## config.mk

```make
export PLATFORM = sky130hd
export DESIGN_NAME = reel_controller
export DESIGN_NICKNAME = d
export VERILOG_FILES = /design/src/rtl/slot_pkg.sv /design/src/rtl/sync_edge.sv /design/src/rtl/reel_controller.sv
export SDC_FILE = /design/constraint.sdc
export NUM_CORES = 1
export LEC_CHECK = 0
export CORE_MARGIN = 8
export CORE_UTILIZATION = 49
export CTS_CLUSTER_DIAMETER = 30
export DETAILED_ROUTE_END_ITERATION = 6
export PLACE_DENSITY_LB_ADDON = 0.3
export RECOVER_POWER = 25
export SETUP_SLACK_MARGIN = 0.1
export SLEW_MARGIN = 20
export SYNTH_ARGS = -nofsm -noshare
export SYNTH_HDL_FRONTEND = slang
export SYNTH_SLANG_ARGS = --single-unit
```

## constraint.sdc

```tcl
create_clock -name clk -period 2.8 [get_ports clk]
set_input_delay 0.56 -clock clk [delete_from_list [all_inputs] [get_ports clk]]
set_output_delay 0.56 -clock clk [all_outputs]
set_load 0.02 [all_outputs]
```

## src/rtl/slot_pkg.sv

```systemverilog
// Shared types and widths for the slot machine reel logic.
package slot_pkg;
    localparam int SPEED_W  = 26;
    localparam int SYMBOL_W = 4;

    typedef enum logic [1:0] {
        IDLE = 2'd0,
        SPIN = 2'd1,
        SLOW = 2'd2,
        DONE = 2'd3
    } reel_state_t;
endpackage

```

## src/rtl/sync_edge.sv

```systemverilog
// Two-flop synchronizer with a registered rising-edge pulse.
// Input rising before edge n gives pulse high after edge n+2; a held level gives one pulse.
module sync_edge (
    input  logic clk,
    input  logic rst,
    input  logic d,
    output logic pulse
);
    logic r_meta;
    logic r_sync;
    logic r_prev;
    logic r_pulse;

    always_ff @(posedge clk) begin
        if (rst) begin
            r_meta  <= 1'b0;
            r_sync  <= 1'b0;
            r_prev  <= 1'b0;
            r_pulse <= 1'b0;
        end else begin
            r_meta  <= d;
            r_sync  <= r_meta;
            r_prev  <= r_sync;
            r_pulse <= r_sync & ~r_prev;
        end
    end

    assign pulse = r_pulse;
endmodule

```

## src/rtl/reel_controller.sv

```systemverilog
// Single-reel sequencer: spin on start, decelerate over a fixed number of steps on stop, then rest.
// Inputs act three clocks after their rising edge; all outputs are registered.
module reel_controller
    import slot_pkg::*;
#(
    parameter int MAX_SPEED   = 50000000,
    parameter int NUM_SYMBOLS = 10,
    parameter int SPIN_SPEED  = 20,
    parameter int SLOW_STEPS  = 8,
    parameter int MIN_SPEED   = 2
) (
    input  logic                clk,
    input  logic                rst,
    input  logic                start,
    input  logic                stop,
    input  logic                clk_div,
    output logic [SPEED_W-1:0]  speed,
    output logic [SYMBOL_W-1:0] symbol,
    output logic                spinning,
    output logic                done
);
    // The divider cannot produce more than half the system clock rate.
    localparam int SPIN_LIM = (SPIN_SPEED > MAX_SPEED / 2) ? MAX_SPEED / 2 : SPIN_SPEED;
    localparam logic [SPEED_W-1:0]  SPIN_V   = SPEED_W'(SPIN_LIM);
    localparam logic [SPEED_W-1:0]  MIN_V    = SPEED_W'(MIN_SPEED);
    localparam logic [SYMBOL_W-1:0] LAST_SYM = SYMBOL_W'(NUM_SYMBOLS - 1);
    localparam logic [7:0]          SLOW_V   = 8'(SLOW_STEPS);

    logic w_start_ev;
    logic w_stop_ev;
    logic w_tick;

    sync_edge u_sync_start (.clk(clk), .rst(rst), .d(start),   .pulse(w_start_ev));
    sync_edge u_sync_stop  (.clk(clk), .rst(rst), .d(stop),    .pulse(w_stop_ev));
    sync_edge u_sync_div   (.clk(clk), .rst(rst), .d(clk_div), .pulse(w_tick));

    reel_state_t         r_state;
    reel_state_t         w_state_nxt;
    logic [SPEED_W-1:0]  r_speed;
    logic [SPEED_W-1:0]  w_speed_nxt;
    logic [SYMBOL_W-1:0] r_symbol;
    logic [SYMBOL_W-1:0] w_symbol_nxt;
    logic [7:0]          r_slow_cnt;
    logic [7:0]          w_slow_cnt_nxt;
    logic                r_spinning;
    logic                w_spinning_nxt;
    logic                r_done;
    logic                w_done_nxt;

    logic [SYMBOL_W-1:0] w_sym_inc;
    logic [SPEED_W-1:0]  w_speed_half;
    logic [SPEED_W-1:0]  w_speed_slow;

    assign w_sym_inc    = (r_symbol == LAST_SYM) ? '0 : r_symbol + SYMBOL_W'(1);
    assign w_speed_half = r_speed >> 1;
    assign w_speed_slow = (w_speed_half < MIN_V) ? MIN_V : w_speed_half;

    always_ff @(posedge clk) begin
        if (rst) begin
            r_state    <= IDLE;
            r_speed    <= '0;
            r_symbol   <= '0;
            r_slow_cnt <= '0;
            r_spinning <= 1'b0;
            r_done     <= 1'b0;
        end else begin
            r_state    <= w_state_nxt;
            r_speed    <= w_speed_nxt;
            r_symbol   <= w_symbol_nxt;
            r_slow_cnt <= w_slow_cnt_nxt;
            r_spinning <= w_spinning_nxt;
            r_done     <= w_done_nxt;
        end
    end

    always_comb begin
        w_state_nxt = r_state;
        case (r_state)
            IDLE: if (w_start_ev) w_state_nxt = SPIN;
            SPIN: if (w_stop_ev)  w_state_nxt = SLOW;
            SLOW: if (w_tick && r_slow_cnt == 8'd1) w_state_nxt = DONE;
            DONE: w_state_nxt = IDLE;
            default: w_state_nxt = IDLE;
        endcase
    end

    // A tick coincident with stop in SPIN advances the symbol but is not a deceleration step.
    always_comb begin
        w_speed_nxt    = r_speed;
        w_symbol_nxt   = r_symbol;
        w_slow_cnt_nxt = r_slow_cnt;
        case (r_state)
            IDLE: w_speed_nxt = w_start_ev ? SPIN_V : '0;
            SPIN: begin
                if (w_tick)    w_symbol_nxt   = w_sym_inc;
                if (w_stop_ev) w_slow_cnt_nxt = SLOW_V;
            end
            SLOW: begin
                if (w_tick) begin
                    w_symbol_nxt   = w_sym_inc;
                    w_speed_nxt    = w_speed_slow;
                    w_slow_cnt_nxt = r_slow_cnt - 8'd1;
                end
            end
            DONE: w_speed_nxt = '0;
            default: w_speed_nxt = '0;
        endcase
        w_spinning_nxt = (w_state_nxt == SPIN) || (w_state_nxt == SLOW);
        w_done_nxt     = (r_state == DONE);
    end

    assign speed    = r_speed;
    assign symbol   = r_symbol;
    assign spinning = r_spinning;
    assign done     = r_done;
endmodule

```

Yosys cells after proc, flatten, opt, wreduce, memory -nomap -nowiden
Index checks and enable logic that the tools add are counted.

cells by class
  muxes and demuxes = 12
  eq/ne operators = 9
  reductions and logical operators = 9
  order comparisons = 1
  $add $sub $neg = 2
  bitwise gates (word level) = 6

operator list
  cell                   number
  $pmux W26 S3           1
  $mux W26               1
  $lt A25 B2 Y1 const B  1
  $mux W25               1
  $mux W8                2
  $pmux W8 S2            1
  $eq A8 B1 Y1 const B   1
  $pmux W2 S4            1
  $sub A8 B1 Y8 const B  1
  $eq A2 B2 Y1 const B   3
  $mux W2                3
  $mux W5                1
  $add A4 B1 Y4 const B  1
  $eq A2 B1 Y1 const B   2
  $eq A4 B4 Y1 const B   1
  $mux W4                1
  $ne A2 B1 Y1 const B   2
  $reduce_and A2 Y1      2
  $and A1 B1 Y1          3
  $not A1 Y1             3
  $reduce_and A3 Y1      1
  $reduce_bool A3 Y1     1
  $logic_not A2 Y1       1
  $reduce_bool A2 Y1     1
  3 further kinds        3

word-level totals
  register bits after elaboration = 54
  word-level logic and storage cells = 57
  output and inout bits = 32
  input bits = 5

Longest topological paths before layout
Gate-level depths: netlist of run 1.

  depth in word-level cells = 6
  depth in mapped cells = 7
  depth with buffers taken out = 6

Hierarchy
From an unflattened synthesis of run 1, not the netlist that was laid out.

unflattened totals
  cell total of the unflattened synthesis = 166
  area total of the unflattened synthesis = 1569.0 sq um

modules (own cells, without submodules)
  module           area an instance (sq um)  cells each  instances  sequential area each (sq um)
  reel_controller  1234.9                    142         1          420.4
  sync_edge        111.4                     8           3          80.1

Worst setup path before layout of run 1
No wires, ideal clock.

  kind = register to register
  from = register r_state[1]
  to = register r_spinning, in the netlist spinning
  setup time = 0.121 ns
  setup slack = 0.862 ns
  path buffers = 1
  period minus slack after synthesis = 1.938 ns
  arrival time = 1.817 ns
  required time = 2.679 ns
  cell stages (with the launch flop) = 8
  cells stage by stage = dfxtp_1 > inv_1 > ha_1 > buf_2 > nor2b_1 > or3_1 > a221oi_2 > mux2_4

on the way
  cells in the longest elaborated chain, start to end = 4
  elaborated cells between the ends (all ways) = 11
  classes of those cells = eq/ne (5); mux (4); reduce/logical (2)

RTL lines
  item                                                 RTL line                text
  start: declaration                                   reel_controller.sv:37   reel_state_t r_state;
  start signal: assignment                             reel_controller.sv:67   r_state <= w_state_nxt;
  $eq A2 B2 Y1 (tied with other cells)                 reel_controller.sv:78   case (r_state)
  $pmux W2 S4 *                                        reel_controller.sv:78
  $eq A2 B1 Y1 / $eq A2 B2 Y1 (equally long branches)  reel_controller.sv:108  w_spinning_nxt = (w_state_nxt == SPIN) || (w_state_nxt == SLOW);
  $logic_or A1 B1 Y1 *                                 reel_controller.sv:108
  end signal: assignment                               reel_controller.sv:71   r_spinning <= w_spinning_nxt;
  end: declaration                                     reel_controller.sv:45   logic r_spinning;

Mark *: on every way between the ends. The rest lies on a longest branch, timed or not.
A chain may end at the register's enable or synchronous reset.

Worst setup path in the final report of run 1
Same ends and word-level chain as after synthesis.

==> metrics, run 1 <==
status finished clean; Slew HR 59.1%; worst path arrival time 2.27 ns; HP Class reg -> reg; crit path kind reg -> reg; post-cts resize count 0; Ports 37; CTS Hold Bufs 0; drt first pass iters 6; Syn Area/Cell 9.13 sq um; worst-path maximum fanout 9; synth-to-layout area growth 10.4%; total core area 0.00303 sq mm; Layout Skew 0.00512 ns; number of global-route vias before repair 1,037; synth top area cells dfxtp_1 (43%), buf_4 (10%), nor2b_1 (7.3%); Critical Path Source Type flop; DRC 0; antenna cells 0; crit end category flop; Final WS setup 0.748 ns; drt total wl 2660 um; # clock sinks 33; P per Cell Area 471 mW/mm^2; # setup viols final 0; row count 20; Place WS 0.751 ns; Starting DRT DRC Count 64; clock root cell clkbuf_4; initial antenna violation count 0; CTS tree built; # nets final 199; die area 0.00523 sq mm; fmax 487 MHz; leakage dissipation 0.646 nW; largest net degree at the start of global routing 15; post-layout min period 2.05 ns; Num CTS Buffers 5; postcts setup bufs 0; leading area contributor after synthesis dfxtp_1; total track usage 10.9%; chip width 72.3 um; Synth top area share 42.5%; clock tree buffer depth 2; register bit total from synthesis 33; final setup TNS 0 ns; worst vdd ir 323 uV; antenna-violating nets left 0; Mapped Area 0.00155 sq mm; EDFF count, synth 0; chip height 72.3 um; post-synthesis sequential area ratio 42.5%; synthesized instance count 170; ys async rst share 0%; final period utilization 73.3%; hpwl dp 2030 um; ys flop type dfxtp_1; Avg WL per Cell 11.5 um; layout cell share with drive strength beyond 1 7.49%; Placer Congestion 0.830; fin. max-slew vios 0; vias per cell 4.68; routed via count 1,082; initial core utilization 51.3%; Required @ worst endpoint 3.02 ns; clk_lat worst skew 0.32 ns; final hold vios 0; total grt overflow 0; Port Buffer Count 15; Worst-Margin Slew 0.613 ns; Max Cap Viol 0; Ys Warns 0; Worst-path clk slew 0.09 ns; Distinct cells, synth 38; global-route wire length before repair 4500 um; H-tree levels 2; RSZ-0062 raised after global routing no
==> report_power, final <==
group          total (mW)  switching, mW  internal (mW)
logic              0.0622         0.0440         0.0182
clock network       0.263          0.144          0.118
registers           0.483        0.00521          0.478
total               0.808          0.193          0.614
==> flip-flops by register name, indices dropped and copies added, names as in the netlist, 2 cells and up <==
signal / count
r_slow_cnt: 8
r_state: 2
speed: 5
symbol: 4
==> worst paths after layout <==
kind | from | endpoint | slack [ns] | cells after the start
max | r_state[1]$_SDFF_PP0_ | spinning$_SDFF_PP0_ | 0.75 | 6
min reg2reg | u_sync_stop.r_prev$_SDFF_PP0_ | u_sync_stop.pulse$_SDFF_PP0_ | 0.39 | 1
min | u_sync_stop.r_prev$_SDFF_PP0_ | u_sync_stop.pulse$_SDFF_PP0_ | 0.39 | 1
max reg2reg | r_state[1]$_SDFF_PP0_ | spinning$_SDFF_PP0_ | 0.75 | 6
==> worst max-delay path, cell delays in order, from the launching register on <==
cell,delay [ns]
dfxtp_1,0.43
inv_1,0.09
ha_1,0.28
nor2b_1,0.20
or3_1,0.33
a221oi_2,0.30
mux2_4,0.32
==> placed cells by master (no fill, tap or decap), types with 2 or more instances in the layout <==
master,n
clkbuf_1,2
nand2_1,8
nor3_1,2
nor2b_1,18
dfxtp_1,33
nor2_1,13
nand3_1,3
nand4_1,2
o31ai_1,2
clkbuf_4,5
xor2_1,3
nor3b_1,3
o21ai_0,6
a31oi_1,2
ha_1,7
nand2b_1,4
conb_1,21
or3_2,2
clkdlybuf4s50_1,14
inv_1,5
or4_1,2
a22oi_1,2
a21oi_1,11
==> cells in the mapped netlist (2+ instances only) <==
library cell / number
a21oi_1: 11
a22oi_1: 2
a31oi_1: 2
buf_4: 21
clkbuf_1: 4
dfxtp_1: 33
ha_1: 7
inv_1: 5
nand2_1: 8
nand2b_1: 4
nand3_1: 3
nand4_1: 2
nor2_1: 13
nor2b_1: 18
nor3_1: 2
nor3b_1: 3
o21ai_0: 6
o31ai_1: 2
or3_2: 2
or4_1: 2
xor2_1: 3
==> cell type report <==
type / instances / area, sq um
Fill cell: 261 / 1310
Multi-Input combinational cell: 126 / 771
Sequential cell: 33 / 661
Timing Repair Buffer: 16 / 154
Clock buffer: 7 / 55.1
Tap cell: 44 / 55.1
Inverter: 5 / 18.8
==> through the flow <==
stage / hold WS (ns) / util, % / power, mW / instances / area [sq um]
2_1_floorplan: 0.367 / - / 0.564 / 190 / 1630
4_1_cts: 0.393 / 56.7 / 0.818 / 231 / 1720
3_3_place_gp: 0.372 / 54.9 / 0.554 / 224 / 1660
6_report: 0.387 / 56.6 / 0.808 / 231 / 1710
5_1_grt: 0.400 / 56.6 / 0.844 / 231 / 1710
3_5_place_dp: 0.380 / 54.9 / 0.556 / 224 / 1660
==> routing by layer <==
metal  GRT usage [%]  part of all wire (%)  vias to the layer above
li1                -                     -                      565
met4            6.12                   1.8                        0
met1            12.1                    47                      479
met5               0                     0                        -
met2            17.7                    42                       33
met3            3.86                   8.5                        5
==> kinds of logic (layout without fill, tap and decap cells) <==
logic type / count (synthesis) / count (layout) / share of synthesized area (%)
buffers and inverters: 31 / 28 / 12.7
DFF: 33 / 33 / 42.5
other: 1 / 21 / 0.242
AOI/OAI and AO/OA: 27 / 27 / 10.6
muxes: 3 / 3 / 2.34
xor gates and xnor gates: 4 / 4 / 2.26
and+or+nand+nor: 64 / 64 / 23.7
adders and majority gates: 7 / 7 / 5.64
Note: power is estimated with default switching activity, not from simulation.
==> inputs of run 2 (changes only) <==
Settings changed: CORE_UTILIZATION 49 to 44.
Clock period 2.8 ns to 1.6 ns, I/O delays scaled along.
==> metrics, run 2 (same netlist as run 1, synthesis figures left out) <==
RSZ-0062 raised after global routing yes; # setup viols final 3; crit path kind reg -> reg; Worst-path clk slew 0.10 ns; CTS tree built; fmax 563 MHz; # nets final 222; Starting DRT DRC Count 39; worst-case reg-to-reg path depth 6; Filler cells 307; hold depth 1; synth-to-layout area growth 31.9%; most frequent cells in the layout dfxtp_1 (31), conb_1 (21), buf_4 (19), nor2b_1 (16), nor2_1 (12); design area 0.00205 sq mm; DRC 0; total grt overflow 0; max reg flops 8; number of global-route vias before repair 1,213; initial core utilization 46.2%; failing checks negative setup slack; vias per cell 4.74; leakage dissipation 0.855 nW; Placer Congestion 0.754; placed instance area 0.00186 sq mm; Place WS -0.178 ns; HP Class reg -> reg; antenna-violating nets left 0; worst path arrival time 1.99 ns; status complete, but fails checks; worst-path maximum fanout 3; layout cell share with drive strength beyond 1 28.6%; chip width 75.4 um; Ports 37; most common cell after layout, fill and taps aside dfxtp_1; clock tree buffer depth 2; Final WS setup -0.177 ns; Required @ worst endpoint 1.81 ns; largest net degree at the start of global routing 11; drt total wl 3200 um; Num CTS Buffers 5; Avg WL per Cell 12.5 um; fin. max-slew vios 0; clk_lat worst skew 0.32 ns; chip height 75.4 um; reg-to-reg slack, setup -0.18 ns; total track usage 12.1%; largest register by flop count r_slow_cnt; area of the multi-input gates 912 sq um; worst vdd ir 522 uV; Port Buffer Count 15; H-tree levels 2; routed via count 1,214; crit end category flop; global-route wire length before repair 5300 um; Critical Path Source Type flop; final hold vios 0; register area 666 sq um; Max Cap Viol 0; Hold Startpoint u_sync_stop.r_prev$_SDFF_PP0_; Layout Skew 0.00463 ns; hpwl dp 2410 um; row count 21; final period utilization 111%; antenna cells 0; WHS Endpoint u_sync_stop.pulse$_SDFF_PP0_; Setup crit start r_state[1]$_SDFF_PP0_; FF-to-FF End spinning$_SDFF_PP0_; # clock sinks 33; post-layout min period 1.78 ns; start of the worst register-to-register path r_state[1]$_SDFF_PP0_; initial antenna violation count 0; clock root cell clkbuf_4; P per Cell Area 759 mW/mm^2; die area 0.00569 sq mm; total core area 0.00336 sq mm; drt first pass iters 4
-- run 2: power by group --
part	total [mW]	leakage [nW]	switching, mW	internal [mW]
logic	0.138	0.545	0.0891	0.0492
clock network	0.574	0.0410	0.256	0.318
registers	0.843	0.269	0.00777	0.835
-- run 2: metrics by stage --
step                std cells  utilization [%]  TNS [ns]  hold slack (ns)  total power [mW]
finish                    256             60.9    -0.264            0.389              1.56
global placement          247             55.2    -0.370            0.373             0.987
global route              256             60.9    -0.633            0.414              1.63
floorplan                 190                -    -0.417            0.367             0.990
detailed placement        247             55.2    -0.567            0.379             0.990
CTS                       255             58.7    -0.275            0.393              1.56
-- run 2: critical path: stages (launching register included) --
cell,delay [ns]
dfxtp_2,0.36
inv_2,0.05
ha_4,0.15
nor2b_4,0.12
or3_4,0.37
a221oi_4,0.29
mux2_4,0.33
-- run 2: layout make-up --
class                           instances  area share [%]
Clock buffer                            5            1.83
Timing Repair Buffer                   39            15.7
Multi-Input combinational cell        126            44.5
Clock inverter                          2            1.71
Sequential cell                        33            32.5
Tap cell                               46            2.81
Inverter                                5           0.916
-- run 2: how the worst max path moves through the flow --
stage / to / slack [ns] / depth (start not counted)
floorplan: spinning$_SDFF_PP0_ / -0.29 / 7
global placement: spinning$_SDFF_PP0_ / -0.16 / 6
detailed placement: spinning$_SDFF_PP0_ / -0.18 / 5
CTS: spinning$_SDFF_PP0_ / -0.16 / 6
global route: spinning$_SDFF_PP0_ / -0.24 / 6
finish: spinning$_SDFF_PP0_ / -0.18 / 6
-- run 2: metal layers --
metal	vias to the layer above	wire length (um)	GRT usage, %
met4	0	13	2.56
met2	30	1640	22.0
met1	570	1310	12.8
met5	-	0	0
li1	612	-	-
met3	2	233	4.87
-- run 2: repair_timing --
item,4_1_cts,5_1_grt
setup endpoints to repair,22,11
hold buffers,0,0
pin swaps,7,8
setup buffers,1,1
gates resized for setup,23,20
gates cloned,0,0
endpoints found under the hold margin,0,0
